$ cat src/rtl/bp_gateway_watchdog.sv
// Progress watchdog for gateway toplevels: flags a hang when no valid/ready
// handshake completes for a programmable number of cycles (global or per channel).
module bp_gateway_watchdog #(
  parameter int num_chan_p        = 4,
  parameter int cnt_width_p       = 20,
  parameter int default_timeout_p = 100000
) (
  input  logic                   clk_i,
  input  logic                   reset_i,
  input  logic                   en_i,
  input  logic                   mode_i,
  input  logic [num_chan_p-1:0]  chan_v_i,
  input  logic [num_chan_p-1:0]  chan_ready_i,
  input  logic                   timeout_v_i,
  input  logic [cnt_width_p-1:0] timeout_i,
  input  logic                   finish_i,
  input  logic                   clear_i,
  output logic                   timeout_o,
  output logic [num_chan_p-1:0]  timeout_chan_o,
  output logic                   done_o,
  output logic [cnt_width_p-1:0] idle_cnt_o,
  output logic [1:0]             state_o
);

  typedef enum logic [1:0] {
    IDLE    = 2'd0,
    RUN     = 2'd1,
    EXPIRED = 2'd2,
    DONE    = 2'd3
  } state_e;

  localparam logic [cnt_width_p-1:0] cnt_max_lp         = '1;
  localparam logic [cnt_width_p-1:0] cnt_one_lp         = cnt_width_p'(1);
  localparam logic [cnt_width_p-1:0] default_timeout_lp = cnt_width_p'(default_timeout_p);

  state_e                  state_r, state_n;
  logic                    mode_r, mode_n;
  logic [cnt_width_p-1:0]  timeout_r;
  logic [cnt_width_p-1:0]  cnt_r [num_chan_p];
  logic [cnt_width_p-1:0]  cnt_n [num_chan_p];
  logic [num_chan_p-1:0]   tchan_r, tchan_n;
  logic [num_chan_p-1:0]   fire;
  logic [num_chan_p-1:0]   hit;
  logic [cnt_width_p-1:0]  idle_max;

  // A channel fires when valid and ready are both high in the same cycle;
  // the watchdog only observes the handshake and never drives either side.
  assign fire = chan_v_i & chan_ready_i;

  function automatic logic [cnt_width_p-1:0] sat_inc(input logic [cnt_width_p-1:0] v);
    return (v == cnt_max_lp) ? v : v + cnt_one_lp;
  endfunction

  always_comb begin
    state_n = state_r;
    mode_n  = mode_r;
    tchan_n = tchan_r;
    hit     = '0;
    cnt_n   = cnt_r;

    // In global mode counter 0 is the single shared counter; the rest stay 0.
    if (state_r == RUN && en_i) begin
      for (int c = 0; c < num_chan_p; c++) begin
        if (!mode_r) begin
          cnt_n[c] = (c == 0 && fire == '0) ? sat_inc(cnt_r[c]) : '0;
        end else begin
          cnt_n[c] = (chan_v_i[c] && !chan_ready_i[c]) ? sat_inc(cnt_r[c]) : '0;
        end
        hit[c] = (timeout_r != '0) && (cnt_n[c] >= timeout_r);
      end
    end

    case (state_r)
      IDLE: begin
        if (en_i) begin
          state_n = RUN;
          mode_n  = mode_i;
        end
      end
      RUN: begin
        if (finish_i) begin
          state_n = DONE;
        end else if (hit != '0) begin
          state_n = EXPIRED;
          tchan_n = mode_r ? hit : '0;
        end
      end
      default: ;
    endcase

    if (clear_i) begin
      state_n = IDLE;
      tchan_n = '0;
      for (int c = 0; c < num_chan_p; c++) cnt_n[c] = '0;
    end
  end

  always_ff @(posedge clk_i or posedge reset_i) begin
    if (reset_i) begin
      state_r   <= IDLE;
      mode_r    <= 1'b0;
      timeout_r <= default_timeout_lp;
      tchan_r   <= '0;
      for (int c = 0; c < num_chan_p; c++) cnt_r[c] <= '0;
    end else begin
      state_r <= state_n;
      mode_r  <= mode_n;
      tchan_r <= tchan_n;
      for (int c = 0; c < num_chan_p; c++) cnt_r[c] <= cnt_n[c];
      if (timeout_v_i) timeout_r <= timeout_i;
    end
  end

  always_comb begin
    idle_max = '0;
    for (int c = 0; c < num_chan_p; c++) begin
      if (cnt_r[c] > idle_max) idle_max = cnt_r[c];
    end
  end

  assign idle_cnt_o     = idle_max;
  assign timeout_o      = (state_r == EXPIRED);
  assign done_o         = (state_r == DONE);
  assign timeout_chan_o = tchan_r;
  assign state_o        = state_r;

endmodule

$ cat config.mk
export PLATFORM = sky130hd
export DESIGN_NAME = bp_gateway_watchdog
export DESIGN_NICKNAME = d
export VERILOG_FILES = /design/src/rtl/bp_gateway_watchdog.sv
export SDC_FILE = /design/constraint.sdc
export NUM_CORES = 1
export LEC_CHECK = 0
export CAP_MARGIN = 20
export CORE_MARGIN = 4
export CORE_UTILIZATION = 47
export CTS_BUF_LIST = sky130_fd_sc_hd__clkbuf_16
export DETAILED_ROUTE_END_ITERATION = 6
export PLACE_DENSITY = 0.64
export SYNTH_ARGS = -nofsm -noshare
export SYNTH_HDL_FRONTEND = slang
export SYNTH_SLANG_ARGS = --single-unit
$ cat constraint.sdc
create_clock -name clk_i -period 10.74 [get_ports clk_i]
set_input_delay 1.611 -clock clk_i [delete_from_list [all_inputs] [get_ports clk_i]]
set_output_delay 1.611 -clock clk_i [all_outputs]
set_load 0.01 [all_outputs]
==> reports/metrics.yaml, run 1 <==
port_buffers: 62
syn_area_um2: 11200
grt_max_degree: 68
endpoint_kind: "primary output"
fin_nets: 1648
io_pins: 63
dieWidth_um: 163
seq_power_share: 0.390
final-setup-viol-count: 0
gr-total-overflow: 0
cts_resized: 0
die_h_um: 163
rsz0062_at_grt: "no"
synthCells: 1455
yosysMostFrequentCell: "nand2_1"
synthArstFlopShare: 1.00
whs_ns: 0.510
worstSkewPairLatency_ns: 0.38
diodes: 0
avgRoutedWirePerCell_um: 21.7
areaGrowthSynthToFinish_pct: 11.0
synthTopCellsByArea: "dfrtp_1, ha_1, nand2_1"
wl_um: 38800
clock.fmax_ghz: 0.101
yosys_register_bits: 107
finalSetupTns_ns: 0
worstPathMaxFanout: 21
maxCapViolations: 0
grt_use_total: 0.292
yosysUniqueCellTypes: 68
timing.final.crit_share: 0.919
layout-drive-gt1-share: 0.0502
die_area_um2: 26500
synthesis.nets: 1635
yosys_most_used_dff: "dfrtp_1"
grt_pass1_wl_um: 60100
drt_iter0_drc: 1183
slowest_stage: "or4_1"
cpMostUsedCell: "ha_1"
cts_tree: "built"
yosysTopAreaCell: "dfrtp_1"
start_util: 0.479
status: "completed"
holdCritPathClass: "reg -> reg"
clockRootBuffer: "clkbuf_16"
synth_edf_count: 0
ys_warn_count: 0
post_synth.cell_area_avg_um2: 7.73
hold_buffers: 0
switching_share: 0.366
ir_drop_mv: 0.0763
holdPathStages: 1
ys_seq_area_frac: 0.239
vias_per_cell: 6.29
tightestPinTransition_ns: 1.05
power.density_nw_per_um2: 87.6
grt_pass1_vias: 10400
cts_setup_buffers: 0
finalClockSkew_ns: 0.0132
relSlewSlack: 0.295
regArea_um2: 2690
drcViolationCount: 0
p_leak_nw: 5.27
slew_viol_final: 0
detail_route.first_pass.iterations: 6
crit_type: "reg -> out"
cts_buffers: 9
yosysTopAreaCellShare: 0.225
rows: 56
power_frac_clock: 0.344
cts_sinks: 107
hpwl_um: 29000
antenna_found_initial: 1
gp_congestion: 0.986
final.min_clock_period_ns: 9.87
internal_power_mw: 0.693
finalHoldViolCount: 0
cp_slowest_stage_delay_ns: 0.55
worstPathRequired_ns: 9.13
worstPathArrival_ns: 8.25
path_clk_slew_ns: 0.09
core_area_um2: 23500
worstRegToRegCells: 16
synthTopCellsByCount: "nand2_1, ha_1, nor2_1, a21oi_1, dfrtp_1"
htree_levels: 3
p_comb_frac: 0.265
ant_nets: 0
n_fill_cell: 2269
multi_input_area_um2: 7970
p_sw_mw: 0.401
clockBufferDepth: 2
crit_path_start_kind: "flip-flop"
num_vias: 11300
routing by layer:
metal / global-route usage / wire (um) / vias up
met1: 0.435 / 17500 / 5343
li1: - / - / 5340
met4: 0.0888 / 1030 / 0
met3: 0.0463 / 3820 / 56
met5: 0 / 0 / -
met2: 0.435 / 16500 / 538
path summary, 6_finish.rpt:
| kind | startpoint | endpoint | slack, ns |
|---|---|---|---|
| setup / recovery | cnt_r[60] | idle_cnt_o[0] | 0.87 |
| hold / removal | timeout_chan_o[0] | timeout_chan_o[0] | 0.51 |
| setup reg to reg | cnt_r[24] | timeout_chan_o[3] | 5.79 |
| hold reg to reg | timeout_chan_o[0] | timeout_chan_o[0] | 0.51 |
| max in group asynchronous | reset_i | cnt_r[29] | 7.74 |
| min in group asynchronous | reset_i | cnt_r[4] | 1.63 |
through the flow:
stage	power, mW	utilization	area [um2]	std cells	setup WS (ns)
after CTS	1.09	0.530	12400	1789	0.931
after global routing	1.14	0.532	12500	1792	0.403
after global placement	0.712	0.516	12100	1772	0.807
final	1.09	0.532	12500	1792	0.874
after floorplan	0.614	-	11200	1455	2.84
after detailed placement	0.719	0.516	12100	1773	1.38
area by class of cell:
| type | instances | area share |
|---|---|---|
| clock inverter | 7 | 0.00772 |
| inverter | 71 | 0.0216 |
| clock buffer | 9 | 0.0180 |
| sequential | 107 | 0.215 |
| timing repair buffer | 88 | 0.0666 |
| tap | 319 | 0.0320 |
| multi-input combinational | 1191 | 0.639 |
power groups by stage:
stage | Clock [mW] | Sequential (mW) | Combinational (mW)
2_1_floorplan | 0 | 0.430 | 0.184
3_3_place_gp | 0 | 0.434 | 0.278
3_5_place_dp | 0 | 0.435 | 0.285
4_1_cts | 0.381 | 0.427 | 0.286
5_1_grt | 0.398 | 0.429 | 0.315
6_report | 0.377 | 0.427 | 0.290
cells by family after synthesis:
group / count (synthesis) / share of synthesized area
adder cells (fa/ha/maj): 145 / 0.161
XOR/XNOR: 55 / 0.0428
AO/OA/AOI/OAI: 380 / 0.208
multiplexers: 49 / 0.0440
flip-flops: 107 / 0.239
AND/OR/NAND/NOR: 562 / 0.250
buffers and inverters: 157 / 0.0544
state kept, by name (all words and copies together) (netlist names):
signal          cells
timeout_chan_o      4
cnt_r              80
mode_r              1
state_o             2
timeout_r          20
placed cells by master (no fill, tap or decap), drive strengths merged, types with 5 or more instances in the layout:
| master | instances |
|---|---|
| and3 | 17 |
| dfstp | 6 |
| nor2b | 10 |
| clkbuf | 9 |
| o22ai | 22 |
| nor4 | 17 |
| mux2i | 46 |
| a21o | 25 |
| a31oi | 23 |
| o21a | 12 |
| xor2 | 19 |
| buf | 27 |
| or3 | 31 |
| o21ai | 99 |
| inv | 75 |
| or4 | 5 |
| a211oi | 6 |
| ha | 145 |
| clkdlybuf4s50 | 61 |
| and4 | 13 |
| or2 | 9 |
| nand3b | 27 |
| dfrtp | 101 |
| nand2b | 8 |
| xnor2 | 36 |
| nor3 | 35 |
| nand3 | 42 |
| o31ai | 32 |
| nor2 | 142 |
| a211o | 7 |
| nand4 | 40 |
| and2 | 8 |
| nand2 | 151 |
| a21oi | 113 |
| a22oi | 5 |
worst max-delay path: cells and delay by family (launching register included):
| kind | cells | cell delay (ns) |
|---|---|---|
| buffers and inverters | 5 | 1.58 |
| AO/OA/AOI/OAI | 10 | 2.26 |
| multiplexers | 2 | 0.63 |
| AND/OR/NAND/NOR | 9 | 1.94 |
| flip-flops | 1 | 0.40 |
| adder cells (fa/ha/maj) | 4 | 1.05 |
(Power assumes the default switching activity.)
==> run 2, diff against run 1 <==
--- a/config.mk
+++ b/config.mk
@@ -5,10 +5,10 @@
 export SDC_FILE = /design/constraint.sdc
 export NUM_CORES = 1
 export LEC_CHECK = 0
-export CAP_MARGIN = 20
 export CORE_MARGIN = 4
 export CORE_UTILIZATION = 47
 export CTS_BUF_LIST = sky130_fd_sc_hd__clkbuf_16
+export CTS_CLUSTER_DIAMETER = 150
 export DETAILED_ROUTE_END_ITERATION = 6
 export PLACE_DENSITY = 0.64
 export SYNTH_ARGS = -nofsm -noshare
==> reports/metrics.yaml, run 2 (synthesized netlist as in run 1, its figures left out) <==
grt_pass1_vias: 10600
path_clk_slew_ns: 0.09
slowest_stage: "o41ai_4"
p_leak_nw: 5.25
drcViolationCount: 0
cts_sinks: 107
timing.final.crit_share: 0.960
clock.fmax_ghz: 0.0970
power.density_nw_per_um2: 88.0
maxCapViolations: 0
finalClockSkew_ns: 0.0175
final-setup-viol-count: 0
endpoint_kind: "primary output"
clockRootBuffer: "clkbuf_16"
grt_max_degree: 68
worstPathMaxFanout: 21
holdCritPathClass: "reg -> reg"
p_comb_frac: 0.264
cts_tree: "built"
detail_route.first_pass.iterations: 6
layout_setup_ws_ns: 0.435
avgRoutedWirePerCell_um: 21.8
fin_nets: 1644
ir_drop_mv: 0.0764
cp_slowest_stage_delay_ns: 0.66
pre_cts_slack_ns: 0.627
worstSkewPairLatency_ns: 0.38
cts_buffers: 9
crit_path_start_kind: "flip-flop"
final_cell_mix: "nand2_1, ha_1, nor2_1"
grt_use_total: 0.294
wl_um: 39000
layout-drive-gt1-share: 0.0477
cpMostUsedCell: "ha_1"
final.min_clock_period_ns: 10.31
tightestPinTransition_ns: 1.18
ant_nets: 0
hpwl_um: 29000
cp_top_family: "compound AO/OA/AOI/OAI gates"
finalHoldViolCount: 0
path_buf_inv: 5
die_h_um: 163
htree_levels: 3
top_register: "cnt_r"
crit_type: "reg -> out"
n_fill_cell: 2295
gr-total-overflow: 0
final_core_utilization: 0.530
whs_ns: 0.521
p_sw_mw: 0.403
start_util: 0.479
internal_power_mw: 0.692
rsz0062_at_grt: "no"
multi_input_area_um2: 7990
cts_setup_buffers: 0
final_common_cell: "nand2_1"
areaGrowthSynthToFinish_pct: 10.7
clockBufferDepth: 2
power_frac_clock: 0.346
die_area_um2: 26500
io_pins: 63
finalSetupTns_ns: 0
antenna_found_initial: 1
worstPathArrival_ns: 8.69
gp_congestion: 0.986
num_vias: 11300
switching_share: 0.368
rows: 56
dieWidth_um: 163
grt_pass1_wl_um: 60600
largest_reg_flops: 80
status: "completed"
worstPathRequired_ns: 9.13
slew_viol_final: 0
relSlewSlack: 0.211
seq_power_share: 0.390
core_area_um2: 23500
vias_per_cell: 6.32
regArea_um2: 2690
port_buffers: 62
drt_iter0_drc: 1178
[run 2: layer usage]
layer / vias to the layer above / wire [um] / GRT usage
met3: 72 / 3430 / 0.0504
met5: - / 0 / 0
met1: 5395 / 17900 / 0.438
met4: 0 / 1340 / 0.104
li1: 5333 / - / -
met2: 504 / 16300 / 0.429
[run 2: layout make-up]
| type | count | share of cell area |
|---|---|---|
| sequential | 107 | 0.216 |
| clock buffer | 9 | 0.0181 |
| tap | 319 | 0.0321 |
| multi-input combinational | 1191 | 0.642 |
| antenna | 1 | 0.000201 |
| timing repair buffer | 84 | 0.0627 |
| clock inverter | 7 | 0.00774 |
| inverter | 71 | 0.0216 |
[run 2: power groups by stage]
stage	Clock, mW	Sequential, mW	Combinational [mW]
after detailed placement	0	0.435	0.283
after global placement	0	0.434	0.278
final	0.379	0.427	0.289
after global routing	0.397	0.429	0.315
after CTS	0.382	0.427	0.284
after floorplan	0	0.430	0.184
[run 2: final timing paths]
check	start	endpoint	slack, ns	depth (start not counted)
hold reg to reg	timeout_chan_o[0]	timeout_chan_o[0]	0.52	1
max in group asynchronous	reset_i	timeout_r[1]	7.76	3
setup reg to reg	cnt_r[24]	timeout_chan_o[3]	5.65	15
min in group asynchronous	reset_i	cnt_r[4]	1.64	2
setup / recovery	cnt_r[60]	idle_cnt_o[0]	0.43	30
hold / removal	timeout_chan_o[0]	timeout_chan_o[0]	0.52	1
[run 2: per-stage QoR]
step / instances / total power, mW / cell area [um2]
2_1_floorplan: 1455 / 0.614 / 11200
4_1_cts: 1788 / 1.09 / 12400
6_report: 1789 / 1.09 / 12400
3_3_place_gp: 1772 / 0.712 / 12100
3_5_place_dp: 1772 / 0.717 / 12100
5_1_grt: 1788 / 1.14 / 12400
[run 2: worst register-to-register path, stage by stage (launching register included)]
cell      delay, ns
dfrtp_1        0.55
nand2_1        0.18
nor4_4         0.52
and3_1         0.38
a21oi_1        0.39
nand3_1        0.25
xor2_1         0.29
nor2_1         0.10
ha_1           0.31
a21oi_1        0.12
o21ai_0        0.20
a211o_1        0.37
a2111o_1       0.45
o31a_1         0.28
o32ai_2        0.39
mux2i_1        0.25
[run 2: repair_timing]
| action | in CTS | in global routing |
|---|---|---|
| endpoints found under the setup margin | 0 | 14 |
| hold buffers | 0 | 0 |
| resized for setup | 0 | 1 |
==> RTL change 1 (settings of run 1) <==
Change the parameter `num_chan_p` from 4 to 8.
--- a/src/rtl/bp_gateway_watchdog.sv
+++ b/src/rtl/bp_gateway_watchdog.sv
@@ -3,3 +3,3 @@
 module bp_gateway_watchdog #(
-  parameter int num_chan_p        = 4,
+  parameter int num_chan_p        = 8,
   parameter int cnt_width_p       = 20,
Interface: changed (resized chan_ready_i, chan_v_i and timeout_chan_o); port bits go from 63 to 75. No check against the original RTL was run, so the function may have changed too.
==> RTL change 1 against run 1 <==
- the run now ends with negative setup slack left
- clock skew up 3.2 ps
- worst setup slack worse by 7200 ps
- non-clock buffer count up 447
- synthesized cell count up 58%
- wire length up 95%
- sequential cell count up 84
- synthesized area up 73%
- count of clock-buffer cells in the layout up 8
- maximum frequency down 42%
- cell area up 110%
- power rose to 2.9 times the old value
- critical endpoint is now idle_cnt_o[16]
- largest power group is now combinational logic
==> RTL change 1: results (changes against run 1) <==
| Metric | Value |
|---|---|
| Synth cell count leaders | ha_1 (303), nor2_1 (197), dfrtp_1 (185) |
| Violated checks | negative setup slack |
| Clk tree area frac | 0.02394 (-0.001831) |
| DPL Wire Length | 54.30 mm (+87%) |
| Multi-input gate count | 1870 (+57%) |
| Post-synthesis mux area share | 0.04384 (-0.0001257) |
| Number of global-route vias before repair | 20051 (+93%) |
| Crit-path max FO | 8 (-62%) |
| Sequential cell area share | 0.1854 (-0.02977) |
| Clock sinks | 191 (+79%) |
| Clk_skew | 16.39 ps (+3.218 ps) |
| Met1 Use GR | 0.4702 (+0.03544) |
| Max VDD drop | 0.1242 mV (+63%) |
| Netlist cell types | 72 (+5.9%) |
| Hold Path Sink | timeout_chan_o[2] |
| TritonRoute pass-1 iters | 5 (-1) |
| Ant diodes | 2 (+2) |
| Compound-Gate Fraction of Synth Area | 0.2291 (+0.02075) |
| WL per Instance | 22.86 um (+5.5%) |
| Fraction of area in multi-input gates | 0.5733 (-0.06565) |
| Worst-Skew Late Latency | 520 ps (+140 ps) |
| Routed met3 length | 7.194 mm (+89%) |
| Number of DRC violations after detailed-routing iteration 0 | 1838 (+55%) |
| CTS H-tree depth | 4 (+1) |
| Post-synthesis sequential area ratio | 0.2463 (+0.007440) |
| Syn Nets | 2649 (+62%) |
| Logic inverters | 146 (+110%) |
| Bufs w/o clock | 535 (+510%) |
| Synth area leaders | dfrtp_1 (24%), ha_1 (20%), a22o_1 (6.4%) |
| Largest register FFs | 160 (+100%) |
| Status | finished with violations |
| Synth Area in XOR/XNOR | 0.05227 (+0.009420) |
| Met2 routed WL | 32.97 mm (+100%) |
| Worst r2r dst | timeout_chan_o[6] |
| Worst Setup Slack, final | -6323 ps (-7197 ps) |
| CTS resizes | 192 (+192) |
| Final setup fails | 20 (+20) |
| Met1 Wirelength | 32.70 mm (+87%) |
| Top layer in use | met5 |
| GPL Wtd Cong | 0.9602 (-2.7%) |
| Final hold slack | 525.2 ps (+15.13 ps) |
| Slowest CP cell | or4_4 |
| TritonCTS Buffers | 17 (+8) |
| Nets@finish | 3107 (+89%) |
| Share of layout cells above drive strength 1 | 0.2570 (+0.2068) |
| Total Routing Usage GR | 0.3331 (+0.04123) |
| Setup Fix Bufs, Post-CTS | 77 (+77) |
| First-pass GRT wire length | 115.7 mm (+93%) |
| Post-place setup slack | -6398 ps (-7782 ps) |
| Via density | 6.157 (-2.2%) |
| Worst Setup SP | cnt_r[156] |
| Port Buffers | 74 (+19%) |
| Core area | 40830 sq um (+74%) |
| Worst path arrival time | 15450 ps (+7200 ps) |
| Largest net degree at the start of global routing | 82 (+21%) |
| Slew @ Worst Pin | 1051 ps (+0.3483 ps) |
| Initial antenna violation count | 4 (+3) |
| R2R cell count | 29 (+13) |
| Met3 usage | 0.07247 (+0.02615) |
==> RTL change 1: changes by cell type in the layout (fill, tap and decap cells not counted), moves of 59 or more <==
| cell | run 1 | this run |
|---|---|---|
| buf_4 | 25 | 430 |
| a21o_1 | 25 | 84 |
| ha_1 | 145 | 276 |
| inv_1 | 70 | 143 |
| a22o_1 | 2 | 142 |
| dfrtp_1 | 101 | 185 |
==> RTL change 1: through the flow <==
stage / utilization / total power, W / setup TNS [ps] / cells
3_3_place_gp: 0.5743 / 0.002032 / -119750 / 3167
2_1_floorplan: - / 0.001514 / -98210 / 2303
3_5_place_dp: 0.5743 / 0.002058 / -126790 / 3167
5_1_grt: 0.6323 / 0.003347 / -138560 / 3306
4_1_cts: 0.6195 / 0.003005 / -118050 / 3285
6_report: 0.6324 / 0.003212 / -124050 / 3308
==> RTL change 1: where the power goes <==
group          internal, W  total, W  switching [W]
logic             0.000880   0.00175       0.000866
clock network     0.000355  0.000718       0.000363
registers         0.000730  0.000748      0.0000174
total              0.00197   0.00321        0.00125
==> RTL change 2 (settings of run 1) <==
Without the edit above. Reset style: synchronous (`reset_i`), changed in one clocked block.
--- a/src/rtl/bp_gateway_watchdog.sv
+++ b/src/rtl/bp_gateway_watchdog.sv
@@ -97,3 +97,3 @@
 
-  always_ff @(posedge clk_i or posedge reset_i) begin
+  always_ff @(posedge clk_i) begin
     if (reset_i) begin
Function: differs if reset_i is asserted again (counterexample within 4 cycles, from zero or initial values and one cycle with reset_i high); with reset_i held inactive, the same outputs for 4 cycles.
==> RTL change 2 against run 1 <==
- worst setup slack worse by 54 ps
- cell area is 7.5% lower
- sequential cell count stayed put
- synthesized area is 7.0% lower
- count of clock-buffer cells in the layout stayed put
- wire length is 8.0% lower
- critical endpoint is now idle_cnt_o[15]
Power is not compared: it rests on default switching activity, and its combinational part moved more than twofold at a synthesized area within 25%.
==> RTL change 2: results (changes against run 1) <==
| Metric | Value |
|---|---|
| Routed met3 length | 2.325 mm (-39%) |
| Synth cell count leaders | nor2_1 (160), ha_1 (145), a21oi_1 (119) |
| Final hold slack | 494.4 ps (-15.66 ps) |
| Worst Setup SP | cnt_r[60] |
| Post-synthesis sequential area ratio | 0.2048 (-0.03403) |
| Ys async rst share | 0 (-1.000) |
| Final Power | 0.0008364 W |
| Worst Hold Launch | cnt_r[0] |
| Hold Crit Depth | 2 (+1) |
| Share of layout cells above drive strength 1 | 0.04718 (-0.003055) |
| Post-place setup slack | 1354 ps (-30.50 ps) |
| R2R Path Start | cnt_r[2] |
| Clk_skew | 13.19 ps (+0.01690 ps) |
| Synth area leaders | dfxtp_1 (20%), ha_1 (17%), nor2_1 (5.7%) |
| Crit-path max FO | 11 (-48%) |
| Dpl cell area | 11240 sq um (-7.3%) |
| Met1 Wirelength | 15.52 mm (-11%) |
| Final std cells w/o fill | 1701 (-5.1%) |
| First-pass GRT wire length | 55.03 mm (-8.4%) |
| Setup Fix Bufs, Post-CTS | 0 (unchanged) |
| Total Routing Usage GR | 0.2855 (-0.006402) |
| Hold Path Sink | cnt_r[0] |
| WL per Instance | 21.00 um (-3.1%) |
| Netlist cell types | 57 (-16%) |
| Critical path's largest stage delay | 630 ps (+80 ps) |
| Largest net degree at the start of global routing | 40 (-41%) |
| Slowest CP cell | mux2i_1 |
| Final period utilization | 0.9236 (+0.005055) |
| Slew @ Worst Pin | 905.1 ps (-146.0 ps) |
| R2R setup slack | 6010 ps (+220 ps) |
| Number of global-route vias before repair | 9743 (-6.4%) |
| Nets@finish | 1595 (-3.2%) |
| Ys flop type | dfxtp_1 |
| R2R cell count | 14 (-2) |
| Met2 routed WL | 16.60 mm (+0.69%) |
| Layout fillers | 2117 (-6.7%) |
| Number of DRC violations after detailed-routing iteration 0 | 974 (-18%) |
| Mapped Avg Cell Area | 7.455 sq um (-3.5%) |
| CP endpoint | idle_cnt_o[15] |
| Worst r2r dst | state_o[1] |
| Largest register FFs | 80 (unchanged) |
| GPL Wtd Cong | 0.9662 (-2.0%) |
| Via density | 6.158 (-2.2%) |
| Top reg by flops | cnt_r |
| Delay-heaviest family, CP | compound AO/OA/AOI/OAI gates |
| DPL Wire Length | 27.28 mm (-6.0%) |
| Status | completed |
[RTL change 2: kinds of logic (layout without fill, tap and decap cells)]
group,after synthesis,in the layout,share of synthesized area
other cells,0,1,0
fa+ha+maj,145,145,0.1735
compound gates,329,329,0.1867
flops,107,107,0.2048
xor+xnor,57,57,0.04773
mux,79,79,0.07824
simple gates,515,515,0.2431
buf+inv,171,188,0.06592
[RTL change 2: final cells by class]
cell class	count	area [sq um]	area share
inverter	94	352.8	0.03058
multi-input combinational	1125	7659	0.6637
timing repair buffer	78	752.0	0.06517
sequential	107	2142	0.1856
clock buffer	9	225.2	0.01952
clock inverter	7	55.05	0.004771
tap	280	350.3	0.03036
antenna	1	2.502	0.0002169
[RTL change 2: metal layers]
metal,GRT usage,vias to the layer above
met2,0.4759,420
met1,0.3781,4887
met3,0.04042,88
met5,0,-
li1,-,5079
met4,0.09996,0
